## src/rtl/grey_dec_4b_0101.sv

```systemverilog
// ---------------------------------------------------------------------------
// grey_dec_4b_0101
//
// Purpose:
//   Decodes a 4-bit Gray-coded position sequence whose index 0 is the code
//   0101, tracks the step direction between consecutive samples, flags
//   illegal jumps, and reports lock once LOCK_N consecutive legal up/down
//   steps have been seen. Latency is one clock from an accepted sample to
//   the registered outputs.
//
//   The index is idx = (gray_to_binary(g) + 10) mod 16, so
//   0101 -> 0, 0100 -> 1, 1100 -> 2, ..., 0111 -> 15.
//   Index steps are taken modulo 16, so 15 -> 0 counts as up and 0 -> 15
//   counts as down.
//
// Optional feature:
//   GREY_DEC_POS_EN  - when defined, pos is an 8-bit up/down position
//                      accumulator (+1 per up step, -1 per down step, mod
//                      256). When undefined, pos is tied to zero and no
//                      accumulator exists.
//
// Parameters:
//   LOCK_N     - consecutive legal steps needed to enter lock (1..15).
//
// Ports:
//   clk        in   1  rising-edge clock, the only clock
//   rst_n      in   1  synchronous, active-low reset
//   in_valid   in   1  g holds a sample this cycle
//   g          in   4  Gray-coded sample
//   idx        out  4  decoded sequence index (registered)
//   out_valid  out  1  one-cycle pulse: idx/dir/step_err updated
//   dir        out  1  direction of the last legal step (1 = up)
//   step_err   out  1  one-cycle pulse: illegal transition
//   err_cnt    out  8  saturating illegal-transition count
//   locked     out  1  high exactly while the tracker is in LOCK
//   pos        out  8  position accumulator (zero unless GREY_DEC_POS_EN)
// ---------------------------------------------------------------------------
module grey_dec_4b_0101 #(
  parameter int LOCK_N = 2
) (
  input  logic       clk,
  input  logic       rst_n,
  input  logic       in_valid,
  input  logic [3:0] g,
  output logic [3:0] idx,
  output logic       out_valid,
  output logic       dir,
  output logic       step_err,
  output logic [7:0] err_cnt,
  output logic       locked,
  output logic [7:0] pos
);

  // IDLE: no previous sample; ACQ: counting good steps; LOCK: tracking.
  typedef enum logic [1:0] {
    IDLE = 2'd0,
    ACQ  = 2'd1,
    LOCK = 2'd2
  } state_t;

  // Wide enough to compare cnt_reg + 1 against LOCK_N = 15 without wrap.
  localparam logic [4:0] LOCK_TARGET = 5'(LOCK_N);

  state_t     state_reg, state_next;
  logic [3:0] idx_reg, idx_next;
  logic       out_valid_reg, out_valid_next;
  logic       dir_reg, dir_next;
  logic       step_err_reg, step_err_next;
  logic [7:0] err_cnt_reg, err_cnt_next;
  logic [3:0] cnt_reg, cnt_next;

  // -------------------------------------------------------------------------
  // Decode. Each binary bit is the XOR of all Gray bits at or above it; this
  // is written per bit so there is no bit-to-bit combinational chain.
  // -------------------------------------------------------------------------
  logic [3:0] bin_dec;
  logic [3:0] idx_new;

  for (genvar gi = 0; gi < 4; gi++) begin : g_gray2bin
    assign bin_dec[gi] = ^g[3:gi];
  end

  // Offset so that 0101 (binary 6) lands on index 0; 4-bit wrap is mod 16.
  assign idx_new = bin_dec + 4'd10;

  // -------------------------------------------------------------------------
  // Step classification against the previously accepted index. idx_reg
  // always holds the last accepted sample, so it doubles as idx_prev.
  // -------------------------------------------------------------------------
  logic [3:0] delta;
  logic       is_hold;
  logic       is_up;
  logic       is_dn;
  logic       tracking;
  logic       take_up;
  logic       take_dn;
  logic [4:0] cnt_inc;

  assign delta    = idx_new - idx_reg;
  assign is_hold  = (delta == 4'd0);
  assign is_up    = (delta == 4'd1);
  assign is_dn    = (delta == 4'd15);
  assign tracking = (state_reg != IDLE);
  assign take_up  = in_valid && tracking && is_up;
  assign take_dn  = in_valid && tracking && is_dn;
  assign cnt_inc  = {1'b0, cnt_reg} + 5'd1;

  // -------------------------------------------------------------------------
  // Next-state and next-output logic.
  // -------------------------------------------------------------------------
  always_comb begin
    state_next     = state_reg;
    idx_next       = idx_reg;
    out_valid_next = 1'b0;
    dir_next       = dir_reg;
    step_err_next  = 1'b0;
    err_cnt_next   = err_cnt_reg;
    cnt_next       = cnt_reg;

    if (in_valid) begin
      idx_next       = idx_new;
      out_valid_next = 1'b1;

      if (!tracking) begin
        // First sample only establishes the reference; no step is judged.
        state_next = ACQ;
        cnt_next   = 4'd0;
      end else if (take_up || take_dn) begin
        dir_next = take_up;
        // Once locked the counter has done its job and is left alone.
        if (state_reg == ACQ) begin
          cnt_next = cnt_inc[3:0];
          if (cnt_inc >= LOCK_TARGET) begin
            state_next = LOCK;
          end
        end
      end else if (!is_hold) begin
        // Illegal jump: restart acquisition from this sample, keep dir.
        step_err_next = 1'b1;
        cnt_next      = 4'd0;
        state_next    = ACQ;
        if (err_cnt_reg != 8'hFF) begin
          err_cnt_next = err_cnt_reg + 8'd1;
        end
      end
    end
  end

  // -------------------------------------------------------------------------
  // State and output registers. A sample presented while rst_n is low is
  // simply dropped, so the next accepted sample starts again from IDLE.
  // -------------------------------------------------------------------------
  always_ff @(posedge clk) begin
    if (!rst_n) begin
      state_reg     <= IDLE;
      idx_reg       <= 4'd0;
      out_valid_reg <= 1'b0;
      dir_reg       <= 1'b1;
      step_err_reg  <= 1'b0;
      err_cnt_reg   <= 8'd0;
      cnt_reg       <= 4'd0;
    end else begin
      state_reg     <= state_next;
      idx_reg       <= idx_next;
      out_valid_reg <= out_valid_next;
      dir_reg       <= dir_next;
      step_err_reg  <= step_err_next;
      err_cnt_reg   <= err_cnt_next;
      cnt_reg       <= cnt_next;
    end
  end

  assign idx       = idx_reg;
  assign out_valid = out_valid_reg;
  assign dir       = dir_reg;
  assign step_err  = step_err_reg;
  assign err_cnt   = err_cnt_reg;
  assign locked    = (state_reg == LOCK);

  // -------------------------------------------------------------------------
  // Optional position accumulator. Holds and illegal samples leave it alone
  // because only legal up/down steps drive take_up/take_dn.
  // -------------------------------------------------------------------------
`ifdef GREY_DEC_POS_EN
  logic [7:0] pos_reg, pos_next;

  always_comb begin
    pos_next = pos_reg;
    if (take_up) begin
      pos_next = pos_reg + 8'd1;
    end else if (take_dn) begin
      pos_next = pos_reg - 8'd1;
    end
  end

  always_ff @(posedge clk) begin
    if (!rst_n) begin
      pos_reg <= 8'd0;
    end else begin
      pos_reg <= pos_next;
    end
  end

  assign pos = pos_reg;
`else
  assign pos = 8'd0;
`endif

endmodule

```

## config.mk

```make
export PLATFORM = sky130hd
export DESIGN_NAME = grey_dec_4b_0101
export DESIGN_NICKNAME = d
export VERILOG_FILES = /design/src/rtl/grey_dec_4b_0101.sv
export SDC_FILE = /design/constraint.sdc
export NUM_CORES = 1
export LEC_CHECK = 0
export CAP_MARGIN = 20
export CORE_ASPECT_RATIO = 2
export CORE_UTILIZATION = 45
export CTS_CLUSTER_DIAMETER = 200
export DETAILED_ROUTE_END_ITERATION = 12
export GPL_TIMING_DRIVEN = 1
export PLACE_DENSITY = 0.72
export SYNTH_ARGS = -nofsm -noshare
export SYNTH_HDL_FRONTEND = slang
export SYNTH_SLANG_ARGS = --single-unit
export TNS_END_PERCENT = 20
```

## constraint.sdc

```tcl
create_clock -name clk -period 6.07 [get_ports clk]
set_clock_uncertainty 0.05 [all_clocks]
set_input_delay 1.821 -clock clk [delete_from_list [all_inputs] [get_ports clk]]
set_output_delay 1.821 -clock clk [all_outputs]
set_load 0.05 [all_outputs]
```

==> flow_metrics.py <==
metrics = {
    "synth": {
        "synthDistinctLibCells": 43,
        "yosysSeqAreaShare_pct": 33.9,
        "synth_top_flop_cell": "dfxtp_1",
        "synth_async_sr_flop_share_pct": 0,
        "synth_warnings": 0,
        "synth_area_per_cell_um2": 8.92,
        "synth_top_area_cell": "dfxtp_1",
        "ys_ff_latch": 21,
        "synth_area_um2": 1240,
        "synth_top_area_share_pct": 33.9,
        "postSynthCellCount": 139,
        "synth_edf_count": 0,
        "synth_area_leaders": "dfxtp_1 34%, ha_1 6.1%, buf_4 4.8%",
    },
    "critical_path": {
        "setup.worst_path.end_class": "flip-flop",
        "cp_max_fo": 6,
        "required_ps": 6170,
        "crit_type": "input port to flip-flop",
        "startpoint_type": "input port",
        "arrival_ps": 5570,
    },
    "drt": {
        "vias": 1051,
        "wl_per_cell_um": 13.5,
        "finalWirelength_mm": 2.52,
        "drt_iter0_drc": 18,
        "drc": 0,
        "routed_via_density": 5.62,
        "ant_nets": 0,
        "dr.pass1.iters": 4,
    },
    "global_routing": {
        "grt_pass1_wl_mm": 4.27,
        "grt_max_degree": 15,
        "grt_pass1_vias": 1052,
        "gr-total-overflow": 0,
        "antenna_found_initial": 0,
        "grt_use_total_pct": 18.8,
    },
    "clock_network": {
        "cts_hold_buf": 0,
        "clk_pin_slew_ps": 80,
        "clk_latency_ps": 260,
        "cts-root-buf": "clkbuf_8",
        "post_cts_buffers": 0,
        "htreeDepth": 1,
        "cts_buffers": 3,
        "post_cts_resized": 0,
        "clock_sinks": 21,
        "clock_path_buffers": 2,
        "tritoncts": "yes",
    },
    "final_layout": {
        "n_fill_cell": 256,
        "drive_above_1_share_pct": 6.29,
        "postLayoutCoreUtil_pct": 57.9,
        "largest_register_ffs": 8,
        "layout_common_cells": "22 x clkdlybuf4s50_1, 21 x dfxtp_1, 9 x a21oi_1",
        "seqCellArea_um2": 420,
        "final_nets": 174,
        "multiInputGateArea_um2": 743,
        "area_growth_pct": 20.0,
        "diodes": 0,
        "instances_no_fill": 187,
        "layout_commonest_cell": "clkdlybuf4s50_1",
    },
    "die": {
        "die_x_um": 39.1,
        "core_area_um2": 2570,
        "num_rows": 26,
        "num_io_pins": 31,
        "dieArea_um2": 2980,
        "start_util_pct": 48.2,
        "chipHeight_um": 76.2,
    },
    "power": {
        "power_frac_clock_pct": 25.7,
        "p_int_mw": 0.228,
        "vdd_ir_drop_max_mv": 0.191,
        "p_switching_mw": 0.120,
        "sequentialPowerShare_pct": 42.9,
        "p_leak_nw": 0.536,
        "pwr-share-comb_pct": 31.4,
        "p_sw_share_pct": 34.5,
        "pwr_density_cell_nw_per_um2": 234,
    },
    "timing": {
        "finalSetupTns_ps": 0,
        "timing.hold.ws_ps": 462,
        "finalCritPeriodShare_pct": 90.1,
        "period_minus_slack_ps": 5470,
        "max_slew_margin_pct": 58.6,
        "rsz0062_at_grt": "no",
        "setup_viol": 0,
        "hold_viol_final": 0,
        "tightest_slew_ps": 615,
        "fmax_mhz": 183,
        "finalMaxSlewViolations": 0,
    },
    "hold_path": {
        "holdCritPathClass": "flip-flop to flip-flop",
    },
    "place": {
        "dp_cells": 183,
        "gp_congestion": 0.768,
        "io_buffer_count": 22,
        "dpl.hpwl_mm": 1.99,
    },
    "run_status": {
        "status": "finished clean",
    },
    "run": {
        "maxCapViolations": 0,
    },
}
[stage by stage]
stage | area [um2] | power (mW) | setup slack, ps
6_report | 1490 | 0.348 | 602
5_1_grt | 1490 | 0.365 | 369
4_1_cts | 1490 | 0.352 | 602
3_5_place_dp | 1440 | 0.261 | 332
3_3_place_gp | 1440 | 0.258 | 615
2_1_floorplan | 1270 | 0.240 | 1300
[synthesized netlist by cell type (all sizes together), types with 2 or more instances]
cell and n:
and2 2, mux2i 5, a211oi 2, ha 6
nand4 2, nor2 6, xor2 5, dfxtp 21
o32ai 3, o21ai 8, nand3b 3, o31ai 2
o211ai 2, inv 6, a21oi 10, clkbuf 4
nand3 6, nor2b 2, o22ai 2, nand2b 4
nand2 8, or4 2, xnor2 2, buf 9
or3 3
[worst max-delay path: stages]
cell and delay, ps:
clkdlybuf4s50_1 490, xor2_1 190, xnor2_1 390, xor2_1 280, ha_1 220, inv_1 60
fa_1 380, xor2_1 190, nor4_1 470, mux2i_4 170, o21ai_0 540, a31oi_1 100
o221a_2 280
[final cells by class]
| type | instances | share of cell area [%] |
|---|---|---|
| clock inverter | 1 | 0.336 |
| tap | 28 | 2.35 |
| multi-input combinational | 106 | 50.0 |
| sequential | 21 | 28.3 |
| inverter | 6 | 1.51 |
| clock buffer | 3 | 2.78 |
| timing repair buffer | 22 | 14.8 |
[cell families after synthesis]
kind of cell    after synthesis  synth area share (%)
xor+xnor                      7                  5.55
simple gates                 42                  18.7
fa+ha+maj                     7                  7.67
buf+inv                      19                  8.27
compound gates               36                  19.7
flops                        21                  33.9
other cells                   1                 0.302
mux                           6                  5.95
[worst paths after layout]
path                       startpoint                         to  slack [ps]  cells past startpoint
setup / recovery                 g[1]  state_reg[1]$_SDFFE_PN0P_         600                     13
hold / removal    idx[0]$_SDFFE_PN0P_        idx[0]$_SDFFE_PN0P_         460                      2
setup reg to reg  idx[0]$_SDFFE_PN0P_  state_reg[1]$_SDFFE_PN0P_        3180                      9
hold reg to reg   idx[0]$_SDFFE_PN0P_        idx[0]$_SDFFE_PN0P_         460                      2
[per-layer routing]
layer / GRT usage, % / vias to the layer above / routed length, um
met3: 2.04 / 2 / 70
met2: 34.7 / 20 / 1470
met5: 0 / - / 0
met4: 7.24 / 0 / 21
met1: 19.7 / 497 / 965
li1: - / 532 / -
[power groups by stage]
stage	combinational (mW)	clock (mW)	sequential [mW]
after floorplan	0.0717	0	0.168
after global placement	0.106	0	0.152
after detailed placement	0.109	0	0.153
after CTS	0.109	0.0931	0.149
after global routing	0.117	0.0979	0.150
final	0.109	0.0894	0.149
Power figures use the tool's default switching activity.
